<file path="config.mk">
export PLATFORM = sky130hd
export DESIGN_NAME = aibcr3_dcc_sar_cal
export DESIGN_NICKNAME = d
export VERILOG_FILES = /design/src/rtl/aibcr3_dcc_pkg.sv /design/src/rtl/aibcr3_dcc_vote_cnt.sv /design/src/rtl/aibcr3_dcc_sar_cal.sv
export SDC_FILE = /design/constraint.sdc
export NUM_CORES = 1
export LEC_CHECK = 0
export BUFFER_PORTS_ARGS = -buffer_cell sky130_fd_sc_hd__buf_2
export CELL_PAD_IN_SITES_DETAIL_PLACEMENT = 1
export CELL_PAD_IN_SITES_GLOBAL_PLACEMENT = 2
export CORE_MARGIN = 3
export CORE_UTILIZATION = 33
export CTS_BUF_LIST = sky130_fd_sc_hd__clkbuf_16
export CTS_CLUSTER_SIZE = 8
export DETAILED_ROUTE_END_ITERATION = 16
export PLACE_DENSITY_LB_ADDON = 0.3
export RECOVER_POWER = 25
export SLEW_MARGIN = 20
export SYNTH_ARGS = -nofsm -noshare
export SYNTH_HDL_FRONTEND = slang
export SYNTH_SLANG_ARGS = --single-unit
</file>
<file path="constraint.sdc">
create_clock -name CK -period 1.83 [get_ports CK]
set_input_delay 0 -clock CK [delete_from_list [all_inputs] [get_ports CK]]
set_output_delay 0 -clock CK [all_outputs]
set_load 0.02 [all_outputs]
</file>
<file path="src/rtl/aibcr3_dcc_pkg.sv">
// Shared types and defaults for the DCC successive-approximation calibration controller.
// Provides the FSM state encoding and the mid-scale code helper.
package aibcr3_dcc_pkg;

  typedef enum logic [2:0] {
    ST_IDLE   = 3'd0,
    ST_SETTLE = 3'd1,
    ST_SAMPLE = 3'd2,
    ST_DECIDE = 3'd3,
    ST_DONE   = 3'd4
  } dcc_state_e;

  localparam int DEF_CODE_W     = 5;
  localparam int DEF_SETTLE_CYC = 8;
  localparam int DEF_AVG_W      = 4;

  // Mid-scale trial code: MSB set, all lower bits clear.
  function automatic logic [31:0] mid_code(input int code_w);
    return 32'd1 << (code_w - 1);
  endfunction

endpackage

</file>
<file path="src/rtl/aibcr3_dcc_vote_cnt.sv">
// Comparator vote accumulator: counts window samples and ones, flags a strict majority.
// Both counters saturate so a stretched window can never wrap the vote.
module aibcr3_dcc_vote_cnt
  import aibcr3_dcc_pkg::*;
#(
  parameter int AVG_W = DEF_AVG_W
) (
  input  logic CK,
  input  logic RSTN,
  input  logic clr,
  input  logic smp_en,
  input  logic dn,
  output logic maj,
  output logic win_last
);

  localparam int CW = AVG_W + 1;
  localparam logic [CW-1:0] CNT_ONE  = CW'(1);
  localparam logic [CW-1:0] CNT_MAX  = {CW{1'b1}};
  localparam logic [CW-1:0] WIN_LAST = CW'((1 << AVG_W) - 1);
  localparam logic [CW-1:0] HALF     = CW'(1 << (AVG_W - 1));

  logic [CW-1:0] smp_cnt_r;
  logic [CW-1:0] one_cnt_r;

  // Sample and ones counters, cleared whenever a window is not in progress.
  always_ff @(posedge CK or negedge RSTN) begin
    if (!RSTN) begin
      smp_cnt_r <= {CW{1'b0}};
      one_cnt_r <= {CW{1'b0}};
    end else if (clr) begin
      smp_cnt_r <= {CW{1'b0}};
      one_cnt_r <= {CW{1'b0}};
    end else if (smp_en) begin
      if (smp_cnt_r != CNT_MAX) begin
        smp_cnt_r <= smp_cnt_r + CNT_ONE;
      end
      if (dn && (one_cnt_r != CNT_MAX)) begin
        one_cnt_r <= one_cnt_r + CNT_ONE;
      end
    end
  end

  assign maj      = (one_cnt_r > HALF);
  assign win_last = smp_en && (smp_cnt_r == WIN_LAST);

endmodule

</file>
<file path="src/rtl/aibcr3_dcc_sar_cal.sv">
// DCC trim SAR calibration: MSB-first search with settle delay and majority-voted decisions.
// code_out is only ever a flop so the downstream code register sees a clean bus.
module aibcr3_dcc_sar_cal
  import aibcr3_dcc_pkg::*;
#(
  parameter int CODE_W     = DEF_CODE_W,
  parameter int SETTLE_CYC = DEF_SETTLE_CYC,
  parameter int AVG_W      = DEF_AVG_W
) (
  input  logic              CK,
  input  logic              RSTN,
  input  logic              cal_en,
  input  logic              dn,
  input  logic              ovr_en,
  input  logic [CODE_W-1:0] ovr_code,
  output logic [CODE_W-1:0] code_out,
  output logic              cal_busy,
  output logic              cal_done
);

  localparam int PTR_W = $clog2(CODE_W);
  localparam int SC_W  = (SETTLE_CYC > 1) ? $clog2(SETTLE_CYC) : 1;

  localparam logic [CODE_W-1:0] MID         = CODE_W'(mid_code(CODE_W));
  localparam logic [PTR_W-1:0]  PTR_TOP     = PTR_W'(CODE_W - 1);
  localparam logic [PTR_W-1:0]  PTR_ZERO    = {PTR_W{1'b0}};
  localparam logic [PTR_W-1:0]  PTR_ONE     = PTR_W'(1);
  localparam logic [SC_W-1:0]   SC_ZERO     = {SC_W{1'b0}};
  localparam logic [SC_W-1:0]   SC_ONE      = SC_W'(1);
  localparam logic [SC_W-1:0]   SETTLE_LAST = SC_W'(SETTLE_CYC - 1);

  dcc_state_e        state_r;
  logic [CODE_W-1:0] code_r;
  logic [PTR_W-1:0]  bit_ptr_r;
  logic [SC_W-1:0]   set_cnt_r;
  logic              busy_r;
  logic              done_r;
  logic              maj_s;
  logic              win_last_s;
  logic              smp_en_s;
  logic              vclr_s;

  // Votes accumulate only in SAMPLE; abort or override clears them on the same edge.
  assign smp_en_s = (state_r == ST_SAMPLE);
  assign vclr_s   = !smp_en_s || !cal_en || ovr_en;

  aibcr3_dcc_vote_cnt #(
    .AVG_W (AVG_W)
  ) u_vote (
    .CK       (CK),
    .RSTN     (RSTN),
    .clr      (vclr_s),
    .smp_en   (smp_en_s),
    .dn       (dn),
    .maj      (maj_s),
    .win_last (win_last_s)
  );

  // Calibration FSM with code register, bit pointer, settle counter and status flags.
  always_ff @(posedge CK or negedge RSTN) begin
    if (!RSTN) begin
      state_r   <= ST_IDLE;
      code_r    <= MID;
      bit_ptr_r <= PTR_ZERO;
      set_cnt_r <= SC_ZERO;
      busy_r    <= 1'b0;
      done_r    <= 1'b0;
    end else if (ovr_en) begin
      state_r   <= ST_IDLE;
      code_r    <= ovr_code;
      bit_ptr_r <= PTR_ZERO;
      set_cnt_r <= SC_ZERO;
      busy_r    <= 1'b0;
      done_r    <= 1'b0;
    end else begin
      case (state_r)
        ST_IDLE: begin
          if (cal_en) begin
            state_r   <= ST_SETTLE;
            code_r    <= MID;
            bit_ptr_r <= PTR_TOP;
            set_cnt_r <= SC_ZERO;
            busy_r    <= 1'b1;
            done_r    <= 1'b0;
          end else begin
            busy_r <= 1'b0;
            done_r <= 1'b0;
          end
        end
        ST_SETTLE, ST_SAMPLE, ST_DECIDE: begin
          if (!cal_en) begin
            state_r   <= ST_IDLE;
            code_r    <= MID;
            bit_ptr_r <= PTR_ZERO;
            set_cnt_r <= SC_ZERO;
            busy_r    <= 1'b0;
            done_r    <= 1'b0;
          end else begin
            case (state_r)
              ST_SETTLE: begin
                if (set_cnt_r == SETTLE_LAST) begin
                  set_cnt_r <= SC_ZERO;
                  state_r   <= ST_SAMPLE;
                end else begin
                  set_cnt_r <= set_cnt_r + SC_ONE;
                end
              end
              ST_SAMPLE: begin
                if (win_last_s) begin
                  state_r <= ST_DECIDE;
                end
              end
              ST_DECIDE: begin
                // Strict majority of "too high" votes clears the trial bit; ties keep it.
                if (maj_s) begin
                  code_r[bit_ptr_r] <= 1'b0;
                end
                if (bit_ptr_r == PTR_ZERO) begin
                  state_r <= ST_DONE;
                  busy_r  <= 1'b0;
                  done_r  <= 1'b1;
                end else begin
                  bit_ptr_r                   <= bit_ptr_r - PTR_ONE;
                  code_r[bit_ptr_r - PTR_ONE] <= 1'b1;
                  state_r                     <= ST_SETTLE;
                end
              end
              default: begin
                state_r <= ST_IDLE;
              end
            endcase
          end
        end
        ST_DONE: begin
          if (!cal_en) begin
            state_r <= ST_IDLE;
            done_r  <= 1'b0;
          end else begin
            done_r <= 1'b1;
          end
          busy_r <= 1'b0;
        end
        default: begin
          state_r   <= ST_IDLE;
          code_r    <= MID;
          bit_ptr_r <= PTR_ZERO;
          set_cnt_r <= SC_ZERO;
          busy_r    <= 1'b0;
          done_r    <= 1'b0;
        end
      endcase
    end
  end

  assign code_out = code_r;
  assign cal_busy = busy_r;
  assign cal_done = done_r;

endmodule

</file>
==> metrics.md, run 1 <==
| Metric | Value |
|---|---|
| Status | `finished, final reports clean` |
| Fin crit period | `1690 ps` |
| Switch Pwr | `0.371 mW` |
| CTS sink cnt | `26` |
| Max-slew violation total from the final report | `0` |
| Height of the die | `77.5 um` |
| Gpl congestion | `0.816` |
| R2R depth | `6` |
| Hold Vio Cnt, Final | `0` |
| Placed cell area | `1860 um2` |
| Worst Tran Pin Value | `613 ps` |
| Gate power share | `17.1%` |
| CP max stage cell | `or3b_2` |
| Clock Root Buffer | `clkbuf_16` |
| Pin count of the biggest net entering global routing | `27` |
| Leak pwr | `0.826 nW` |
| Max-cap viol count | `0` |
| Fmax achieved | `592 MHz` |
| # diodes | `0` |
| Yosys Warn Count | `0` |
| Hold slack | `31.3 ps` |
| Seq pwr share | `46.4%` |
| Worst setup SP type | `register` |
| Top FF cell, synth | `dfrtp_1` |
| Synth Instances | `184` |
| Worst Skew | `2.28 ps` |
| Total global-route track usage | `15.5%` |
| CTS H-tree lvls | `1` |
| Slowest stage delay, CP | `about 450 ps` |
| Vias | `roughly 1400` |
| Synthesized cell area | `1690 um2` |
| Longest Clk Path Bufs | `2` |
| Drt initial violations | `between 50 and 60` |
| WL/cell | `16.0 um` |
| Syn_nets | `204` |
| Clock Latency Late Sink | `about 260 ps` |
| Worst rel slew slack | `between 50% and 60%` |
| Syn-to-layout area delta | `15.7%` |
| Worst hold start | `ovr_code[1]` |
| Crit-path cells | `inv_2 > ha_2 > or3b_2 > a21oi_1 > o31ai_1 > o211ai_1` |
| Worst Hold Depth | `3` |
| Initial antenna violation count | `0` |
| Seq/Total Area, Yosys | `38.7%` |
| Die area | `6000 um2` |
| HPWL after detailed placement | `3.24 mm` |
| Worst-path fanout max | `6` |
| Top-count cell post-synth | `dfrtp_1` |
| Sw Share | `27.5%` |
| First drt pass iteration count | `4` |
| DRT antenna net count | `0` |
| Fin crit share | `92.3%` |
| Clk slew on worst S/H paths | `approximately 70 ps` |
| Post-Route WL | `roughly 4.3 mm` |
| Std-Cell Rows | `25` |
| Core footprint | `4820 um2` |
| Fillers | `585` |
| Setup TNS | `0 ps` |
| Design Power | `1.35 mW` |
| RSZ-0062 raised after global routing | `no` |
| Int Pwr | `0.978 mW` |
| Initial Utilization | `35.0%` |
| Share of layout cells above drive strength 1 | `18.1%` |
| Crit Path Class | `register to register` |
| Design Area, Final | `~1900 um2` |
| Reg-to-Reg End | `code_out[4]` |
| Req. time, crit path | `2010 ps` |
| Largest cells by area after synthesis | `dfrtp_1 (37%), ha_1 (7.4%), o211ai_1 (4.9%), nor2_1 (4.7%), a21oi_1 (3.0%)` |
| First-pass GRT wire length | `7.56 mm` |
| Post-synth cell types | `48` |
| Post-Route Utilization | `just over 40%` |
| NumNets Final | `225` |
| Clock share of power | `36.5%` |
| Post-synth ARST share | `between 90% and 100%` |
| Hold Path End | `code_out[1]` |
| Synth area leader | `dfrtp_1` |
| CP Capture Type | `register` |
| Most instantiated cells after synthesis | `dfrtp_1 (25), nor2_1 (21), o211ai_1 (11)` |
| Maximum VDD drop | `362 uV` |
| Top Family by Delay on Critical Path | `simple AND/OR/NAND/NOR gates` |
| Final setup viols | `0` |
| EDFF count, synth | `0` |
| CP arrival | `1870 ps` |
| Vias in the first global route | `1506` |
| Mean Syn Cell Area | `9.16 um2` |
| CTS tree | `built` |
| Synth Register Bits | `26` |
| DRC viols | `0` |
| Die width | `roughly 77 um` |
| I/O pin count | `17` |
| PD cells | `692 nW/um2` |
| PortBufs | `16` |
| CTS buffer count | `3` |
| Reg2reg start | `bit_ptr_r[1]` |
| Top cell type's share of synthesized area | `37.1%` |
| Worst Hold Class | `input port to register` |
| DR vias/cell | `5.25` |
| Worst path buffer plus inverter count | `1` |
| Remaining Overflow, GRT | `0` |
| R2r setup slk | `140 ps` |
==> stage by stage <==
stage	setup WS, ps	std cells
after floorplan	54.3	184
after global placement	121	266
after detailed placement	64.3	266
after CTS	47.9	271
after global routing	14.7	271
final	141	271
==> final cells by class <==
| type | instances | area (um2) | area share (%) |
|---|---|---|---|
| clock buffers | 3 | 75.1 | 3.85 |
| inverters | 10 | 37.5 | 1.93 |
| multi-input cells | 138 | 942 | 48.3 |
| flip-flops and latches | 26 | 652 | 33.4 |
| repair buffers | 26 | 155 | 7.96 |
| well taps | 67 | 83.8 | 4.30 |
| clock inverters | 1 | 3.75 | 0.193 |
==> logic make-up (layout without fill, tap and decap cells) <==
family	after synthesis	in the layout	synth area share, %
fa+ha+maj	10	10	7.42
simple gates	66	66	21.0
buf+inv	20	40	5.57
mux	3	3	2.08
flops	26	26	38.7
compound gates	51	51	21.1
xor+xnor	8	8	4.16
==> cells in the final DEF, fill, tap and decap left out, drive strengths merged, types with 2 or more instances in the layout <==
cell type	count
o311ai	4
xor2	5
nor3b	3
a22oi	3
a21oi	11
buf	23
clkinv	2
ha	10
nor2	22
or3b	2
inv	9
o21ai	9
a32oi	2
nand2	8
nor3	8
nand3	4
clkbuf	5
a211o	2
dfrtp	25
and3	3
nor2b	6
o211ai	11
nand2b	6
mux2i	2
xnor2	3
==> worst max path at each step <==
stage / startpoint / to / slack [ps] / cells after the start
3_5_place_dp: bit_ptr_r[1] / code_out[4] / 60 / 6
4_1_cts: bit_ptr_r[1] / code_out[4] / 50 / 6
3_3_place_gp: bit_ptr_r[1] / code_out[4] / 120 / 6
5_1_grt: u_vote.one_cnt_r[0] / code_out[2] / 10 / 5
2_1_floorplan: bit_ptr_r[0] / code_out[4] / 50 / 7
6_report: bit_ptr_r[1] / code_out[4] / 140 / 6
==> layer usage <==
layer | part of all wire, % | up-vias | global-route usage [%] | routed length (um)
li1 | - | 706 | - | -
met5 | 0 | - | 0 | 0
met4 | 2.4 | 0 | 4.80 | 104
met3 | 2.6 | 8 | 2.44 | 114
met2 | 49 | 19 | 27.1 | 2120
met1 | 46 | 691 | 19.4 | 2010
==> timing repair <==
item                                   CTS  global route
setup endpoints to repair                0             3
hold buffers                             1             0
endpoints found under the hold margin   25             0
setup buffers                            0             0
gates resized for setup                  0             3
==> registers in the layout (all words and copies together) (netlist names) <==
register	cells
code_out	5
u_vote.smp_cnt_r	5
cal_busy	1
bit_ptr_r	3
set_cnt_r	3
state_r	3
u_vote.one_cnt_r	5
cal_done	1
==> power groups by stage <==
stage / clock network [mW] / registers [mW] / logic (mW)
2_1_floorplan: 0 / 0.643 / 0.133
5_1_grt: 0.535 / 0.630 / 0.254
6_report: 0.493 / 0.626 / 0.230
3_3_place_gp: 0 / 0.635 / 0.224
4_1_cts: 0.511 / 0.625 / 0.231
3_5_place_dp: 0 / 0.637 / 0.227
==> worst register-to-register path: stages, from the launching register on <==
cell and delay [ps]:
dfrtp_1 420, inv_2 120, ha_2 230, or3b_2 460
a21oi_1 150, o31ai_1 80, o211ai_1 170
No activity file was read; power rests on OpenSTA's default activity.
==> run 2: changes to the inputs <==
Settings changed: CORE_UTILIZATION 33 to 26.
==> metrics.md, run 2 (same netlist as run 1, synthesis figures left out) <==
| Metric | Value |
|---|---|
| Total global-route track usage | `12.4% (-3.1 points)` |
| Worst Skew | `4.22 ps (+1.94 ps)` |
| Share of layout cells above drive strength 1 | `18.7% (+0.58 points)` |
| R2R depth | `6 (unchanged)` |
| Final worst-path setup slack | `151 ps (+9.64 ps)` |
| First drt pass iteration count | `4 (unchanged)` |
| Crit-path cells | `inv_2 > ha_2 > or3b_2 > a21oi_1 > o31ai_1 > o211ai_1` |
| Critical Path Stages | `6 (unchanged)` |
| Fin crit period | `1680 ps (-9.64 ps)` |
| CP arrival | `1870 ps (about the same)` |
| Die area | `7480 um2 (+25%)` |
| Commonest non-fill, non-tap cell in the layout | `dfrtp_1` |
| Remaining Overflow, GRT | `0 (unchanged)` |
| Commonest non-fill, non-tap cells in the layout | `dfrtp_1 (25), nor2_1 (21), buf_2 (16), o211ai_1 (11), a21oi_1 (10)` |
| Drt initial violations | `58 (-1.7%)` |
| Syn-to-layout area delta | `16.0%` |
| Worst setup endpoint | `code_out[4]` |
| Initial Utilization | `27.6% (-7.3 points)` |
| Maximum VDD drop | `336 uV (-7.2%)` |
| Worst setup SP type | `register` |
| DRC viols | `0 (unchanged)` |
| Core footprint | `6100 um2 (+27%)` |
| Clock Latency Late Sink | `270 ps (about the same)` |
| WL/cell | `15.2 um (-5.0%)` |
| Worst Hold Class | `input port to register` |
| CP Capture Type | `register` |
| Reg2reg start | `bit_ptr_r[1]` |
| Crit Path Class | `register to register` |
| Status | `finished, final reports clean` |
| Post-Route WL | `4.23 mm (-2.5%)` |
| Worst path buffer plus inverter count | `1 (unchanged)` |
| Slowest stage delay, CP | `450 ps (about the same)` |
| PortBufs | `16 (unchanged)` |
| CP startpoint | `bit_ptr_r[1]` |
| Vias in the first global route | `1446 (-4.0%)` |
| Hold Vio Cnt, Final | `0 (unchanged)` |
| Worst Tran Pin Value | `618 ps (+5.68 ps)` |
| Height of the die | `86.5 um (+12%)` |
| Max-cap viol count | `0 (unchanged)` |
| Fin crit share | `91.7% (-0.53 points)` |
| CTS tree | `built` |
| CTS buffer count | `3 (unchanged)` |
| Top Family by Delay on Critical Path | `simple AND/OR/NAND/NOR gates` |
| R2r setup slk | `150 ps (about the same)` |
| Vias | `1398 (-1.8%)` |
| Max-slew violation total from the final report | `0 (unchanged)` |
| DR vias/cell | `5.03 (-4.3%)` |
| # diodes | `0 (unchanged)` |
| Die width | `86.5 um (+12%)` |
| CTS sink cnt | `26 (unchanged)` |
| Gpl congestion | `0.767 (-6.0%)` |
| DRT antenna net count | `0 (unchanged)` |
| Post-place setup slack | `80.6 ps (+16.3 ps)` |
| I/O pin count | `17 (unchanged)` |
| NumNets Final | `224 (-0.44%)` |
| Req. time, crit path | `2020 ps (about the same)` |
| CP max stage cell | `or3b_2` |
| Fmax achieved | `596 MHz (+0.57%)` |
| CTS H-tree lvls | `1 (unchanged)` |
| First-pass GRT wire length | `7.40 mm (-2.2%)` |
| Initial antenna violation count | `0 (unchanged)` |
| Pin count of the biggest net entering global routing | `27 (unchanged)` |
| Post-CTS Setup Inserts | `0 (unchanged)` |
| Worst rel slew slack | `58.8% (-0.38 points)` |
| Setup TNS | `0 ps (unchanged)` |
| Reg-to-Reg End | `code_out[4]` |
| Leak pwr | `0.828 nW (+0.28%)` |
| Final setup viols | `0 (unchanged)` |
| HPWL after detailed placement | `3.10 mm (-4.2%)` |
| PD cells | `697 nW/um2 (+0.77%)` |
| Clk slew on worst S/H paths | `70 ps (about the same)` |
| RSZ-0062 raised after global routing | `no` |
| Std-Cell Rows | `28 (+12%)` |
| Clock Root Buffer | `clkbuf_16` |
| Worst-path fanout max | `6 (unchanged)` |
| Longest Clk Path Bufs | `2 (unchanged)` |
[run 2: cell count changes in the layout (fill, tap and decap cells not counted)]
cell / before / now
buf_2: 14 / 16
clkbuf_1: 2 / 0
buf_4: 9 / 8
[run 2: per-stage QoR]
stage	util, %	cells	hold WS (ps)	instance area [um2]	power [mW]
2_1_floorplan	-	184	-296	1690	0.775
3_3_place_gp	30.6	273	70.7	1860	0.866
3_5_place_dp	30.6	273	65.3	1860	0.863
4_1_cts	32.0	278	26.1	1950	1.38
5_1_grt	32.1	278	62.6	1950	1.43
6_report	32.1	278	17.3	1950	1.36
[run 2: how the worst min path moves through the flow]
stage | depth (start not counted) | from | slack, ps | end
after floorplan | 0 | RSTN | -300 | bit_ptr_r[0]
after global placement | 1 | RSTN | 70 | code_out[0]
after detailed placement | 1 | RSTN | 70 | code_out[3]
after CTS | 3 | ovr_code[1] | 30 | code_out[1]
after global routing | 3 | ovr_code[1] | 60 | code_out[1]
final | 3 | ovr_code[1] | 20 | code_out[1]
[run 2: layout make-up]
type / instances / area, um2
fillers: 744 / 4140
multi-input cells: 138 / 942
flip-flops and latches: 26 / 652
repair buffers: 25 / 150
well taps: 75 / 93.8
clock buffers: 3 / 75.1
inverters: 10 / 37.5
clock inverters: 1 / 3.75
[run 2: per-layer routing]
layer	GRT usage (%)	routed length [um]
met3	2.38	109
met5	0	0
met2	20.4	2000
met1	16.7	2080
met4	3.40	50
[run 2: tightest hold or removal path: cells and delay by family]
kind / cells / cell delay (ps)
buf+inv: 1 / 80
compound gates: 2 / 170
[run 2: where the power goes]
| part | switching [mW] | internal (mW) | leakage (nW) | total, mW |
|---|---|---|---|---|
| sequential | 0.0263 | 0.598 | 0.351 | 0.625 |
| combinational | 0.139 | 0.0877 | 0.439 | 0.226 |
| clock | 0.218 | 0.294 | 0.0385 | 0.511 |
[run 2: repair_timing]
item | in CTS | in global routing
hold endpoints to repair | 25 | 0
endpoints found under the setup margin | 0 | 1
hold buffers | 1 | 0
gates resized for setup | 0 | 3
==> run 3: changes to the inputs <==
Settings changed: PLACE_DENSITY_LB_ADDON 0.3 to 0.2, SYNTH_HIERARCHICAL from default to 1.
==> metrics.md, run 3 <==
| Metric | Value |
|---|---|
| Max-slew violation total from the final report | `0 (unchanged)` |
| Sw Share | `37.8% (+9.7 points)` |
| CP Capture Type | `register` |
| Gpl congestion | `0.797 (+3.9%)` |
| Post-synth ARST share | `100% (unchanged)` |
| Worst Skew | `5.42 ps (+1.21 ps)` |
| Design Area, Final | `2170 um2 (+11%)` |
| PD cells | `1130 nW/um2 (+62%)` |
| Initial antenna violation count | `0 (unchanged)` |
| Clk slew on worst S/H paths | `70 ps (about the same)` |
| Synth area leader | `dfrtp_1` |
| Fin crit period | `1730 ps (+48.7 ps)` |
| Gate power share | `40.4% (+24 points)` |
| # diodes | `0 (unchanged)` |
| WL/cell | `16.6 um (+9.2%)` |
| Clock Latency Late Sink | `270 ps (about the same)` |
| Worst-path fanout max | `7 (+1)` |
| Most instantiated cells after synthesis | `dfrtp_1 (25), nor2_1 (14), ha_1 (10), inv_1 (10), nand3_1 (7)` |
| GR Layer Usage met3 | `1.98% (-0.40 points)` |
| Top-count cell post-synth | `dfrtp_1` |
| Top cell type's share of synthesized area | `35.8% (-1.4 points)` |
| Int Pwr | `1.52 mW (+55%)` |
| Pin count of the biggest net entering global routing | `27 (unchanged)` |
| Worst rel slew slack | `52.7% (-6.0 points)` |
| Seq. cell area | `653 um2 (+0.19%)` |
| Worst setup SP type | `register` |
| EDFF count, synth | `0 (unchanged)` |
| Height of the die | `88.0 um (+1.7%)` |
| Vias | `1454 (+4.0%)` |
| CP arrival | `1930 ps (+60 ps)` |
| CTS sink cnt | `26 (unchanged)` |
| First drt pass iteration count | `4 (unchanged)` |
| Std-Cell Rows | `29 (+3.6%)` |
| Post-place setup slack | `15.5 ps (-65.1 ps)` |
| I/O pin count | `17 (unchanged)` |
| Drt initial violations | `78 (+34%)` |
| Die area | `7750 um2 (+3.5%)` |
| First-pass GRT wire length | `7.83 mm (+5.9%)` |
| Switch Pwr | `0.924 mW (+140%)` |
| Die width | `88.0 um (+1.7%)` |
| Commonest non-fill, non-tap cells in the layout | `dfrtp_1 (24), buf_4 (17), nor2_1 (14), buf_2 (11), inv_1 (10)` |
| Fin cells | `281 (+1.1%)` |
| Setup TNS | `0 ps (unchanged)` |
| Initial Utilization | `27.2% (-0.41 points)` |
| Remaining Overflow, GRT | `0 (unchanged)` |
| Syn-to-layout area delta | `24.0%` |
| Longest Clk Path Bufs | `2 (unchanged)` |
| Mean Syn Cell Area | `9.88 um2 (+7.9%)` |
| CTS H-tree lvls | `1 (unchanged)` |
| Req. time, crit path | `2030 ps (about the same)` |
| DR vias/cell | `5.17 (+2.9%)` |
| GRT met1 Usage | `16.8% (+0.13 points)` |
| Fillers | `733 (-1.5%)` |
| Maximum VDD drop | `370 uV (+10%)` |
| Post-Route Utilization | `33.8% (+1.7 points)` |
| Seq/Total Area, Yosys | `37.3% (-1.4 points)` |
| Fin crit share | `94.4% (+2.7 points)` |
| Clock Root Buffer | `clkbuf_16` |
| Leak pwr | `0.970 nW (+17%)` |
| Status | `finished, final reports clean` |
| PortBufs | `16 (unchanged)` |
| Synth Instances | `177 (-3.8%)` |
| Fmax achieved | `579 MHz (-2.8%)` |
| Syn_nets | `197 (-3.4%)` |
| Share of layout cells above drive strength 1 | `27.5% (+8.7 points)` |
| GRT busiest layer | `met2` |
| Total global-route track usage | `12.8% (+0.35 points)` |
| Design Power | `2.44 mW (+79%)` |
| Synth Register Bits | `26 (unchanged)` |
| Seq pwr share | `32.5% (-13 points)` |
| Max-cap viol count | `0 (unchanged)` |
| Hold slack | `5.62 ps (-11.7 ps)` |
| Post-synth cell types | `59 (+23%)` |
| CTS buffer count | `3 (unchanged)` |
| Core footprint | `6420 um2 (+5.4%)` |
| Worst Hold Class | `input port to register` |
| Placed cell area | `1980 um2 (+6.0%)` |
| Clock share of power | `27.1% (-10 points)` |
| Crit Path Class | `register to register` |
| Yosys Warn Count | `6 (+6)` |
| HPWL after detailed placement | `3.36 mm (+8.3%)` |
| Hold Vio Cnt, Final | `0 (unchanged)` |
| CTS tree | `built` |
| DRC viols | `0 (unchanged)` |
| Final setup viols | `0 (unchanged)` |
| Final worst-path setup slack | `102 ps (-48.7 ps)` |
| Cell total after placement | `273 (unchanged)` |
| Met2 GRT Util | `21.5% (+1.1 points)` |
| NumNets Final | `225 (+0.45%)` |
| Footprint of the multi-input gates | `1050 um2 (+12%)` |
| Commonest non-fill, non-tap cell in the layout | `dfrtp_1` |
| Worst Tran Pin Value | `709 ps (+90.6 ps)` |
| DRT antenna net count | `0 (unchanged)` |
| Synthesized cell area | `1750 um2 (+3.8%)` |
| Vias in the first global route | `1594 (+10%)` |
| Top FF cell, synth | `dfrtp_1` |
| Post-Route WL | `4.67 mm (+10%)` |
| Largest cells by area after synthesis | `dfrtp_1 (36%), ha_1 (7.2%), nor2_1 (3.0%), mux2i_1 (2.3%), a211oi_1 (2.1%)` |
[run 3: cell count changes after synthesis, sizes merged, moves of 4 or more]
cell / previous run / this run
a211oi: 0 / 5
a21oi: 11 / 6
nand2: 8 / 3
nand3b: 0 / 6
nor2: 22 / 17
nor3: 8 / 4
o211ai: 11 / 1
o311ai: 4 / 0
[run 3: worst paths after layout]
path | startpoint | to | slack (ps) | depth (start not counted)
worst min register to register | code_out[4] | code_out[4] | 490 | 1
worst min-delay path | ovr_code[0] | code_out[0] | 6 | 3
worst max-delay path | state_r[2] | code_out[0] | 100 | 5
worst max register to register | state_r[2] | code_out[0] | 100 | 5
min in group asynchronous | RSTN | code_out[0] | 310 | 2
max in group asynchronous | RSTN | state_r[1] | 1020 | 2
[run 3: area by class of cell]
type / instances / share of cell area (%)
inverters: 10 / 1.73
clock buffers: 3 / 3.46
clock inverters: 1 / 1.38
repair buffers: 35 / 10.3
well taps: 77 / 4.44
multi-input cells: 129 / 48.6
flip-flops and latches: 26 / 30.1
[run 3: metal layers]
metal / part of all wire, % / vias to the layer above
li1: - / 701
met1: 47 / 728
met2: 49 / 21
met3: 2.5 / 4
met4: 0.94 / 0
met5: 0 / -
[run 3: logic make-up after synthesis]
group / Yosys count / synth area share [%]
flip-flops: 26 / 37.3
buffers and inverters: 22 / 6.37
adder cells (fa/ha/maj): 10 / 7.15
multiplexers: 7 / 4.22
XOR/XNOR: 7 / 3.93
AND/OR/NAND/NOR: 64 / 23.9
AO/OA/AOI/OAI: 41 / 17.2
[run 3: what timing repair did]
action | CTS | global route
resized for setup | 0 | 13
setup endpoints to repair | 1 | 8
setup buffers | 1 | 1
endpoints found under the hold margin | 26 | 0
pin swaps | 0 | 3
hold buffers | 2 | 0
[run 3: power by group through the flow]
| stage | combinational (mW) | clock [mW] | sequential [mW] |
|---|---|---|---|
| after detailed placement | 0.958 | 0 | 0.798 |
| after CTS | 0.965 | 0.678 | 0.789 |
| final | 0.987 | 0.662 | 0.794 |
| after global routing | 1.09 | 0.701 | 0.819 |
| after global placement | 0.945 | 0 | 0.795 |
| after floorplan | 0.685 | 0 | 0.782 |
[run 3: worst max-delay path, cell delays in order, from the launching register on]
cell      delay [ps]
dfrtp_1          380
or3b_1           590
buf_4            240
a211oi_1         270
o31ai_1           90
o21ai_1           90
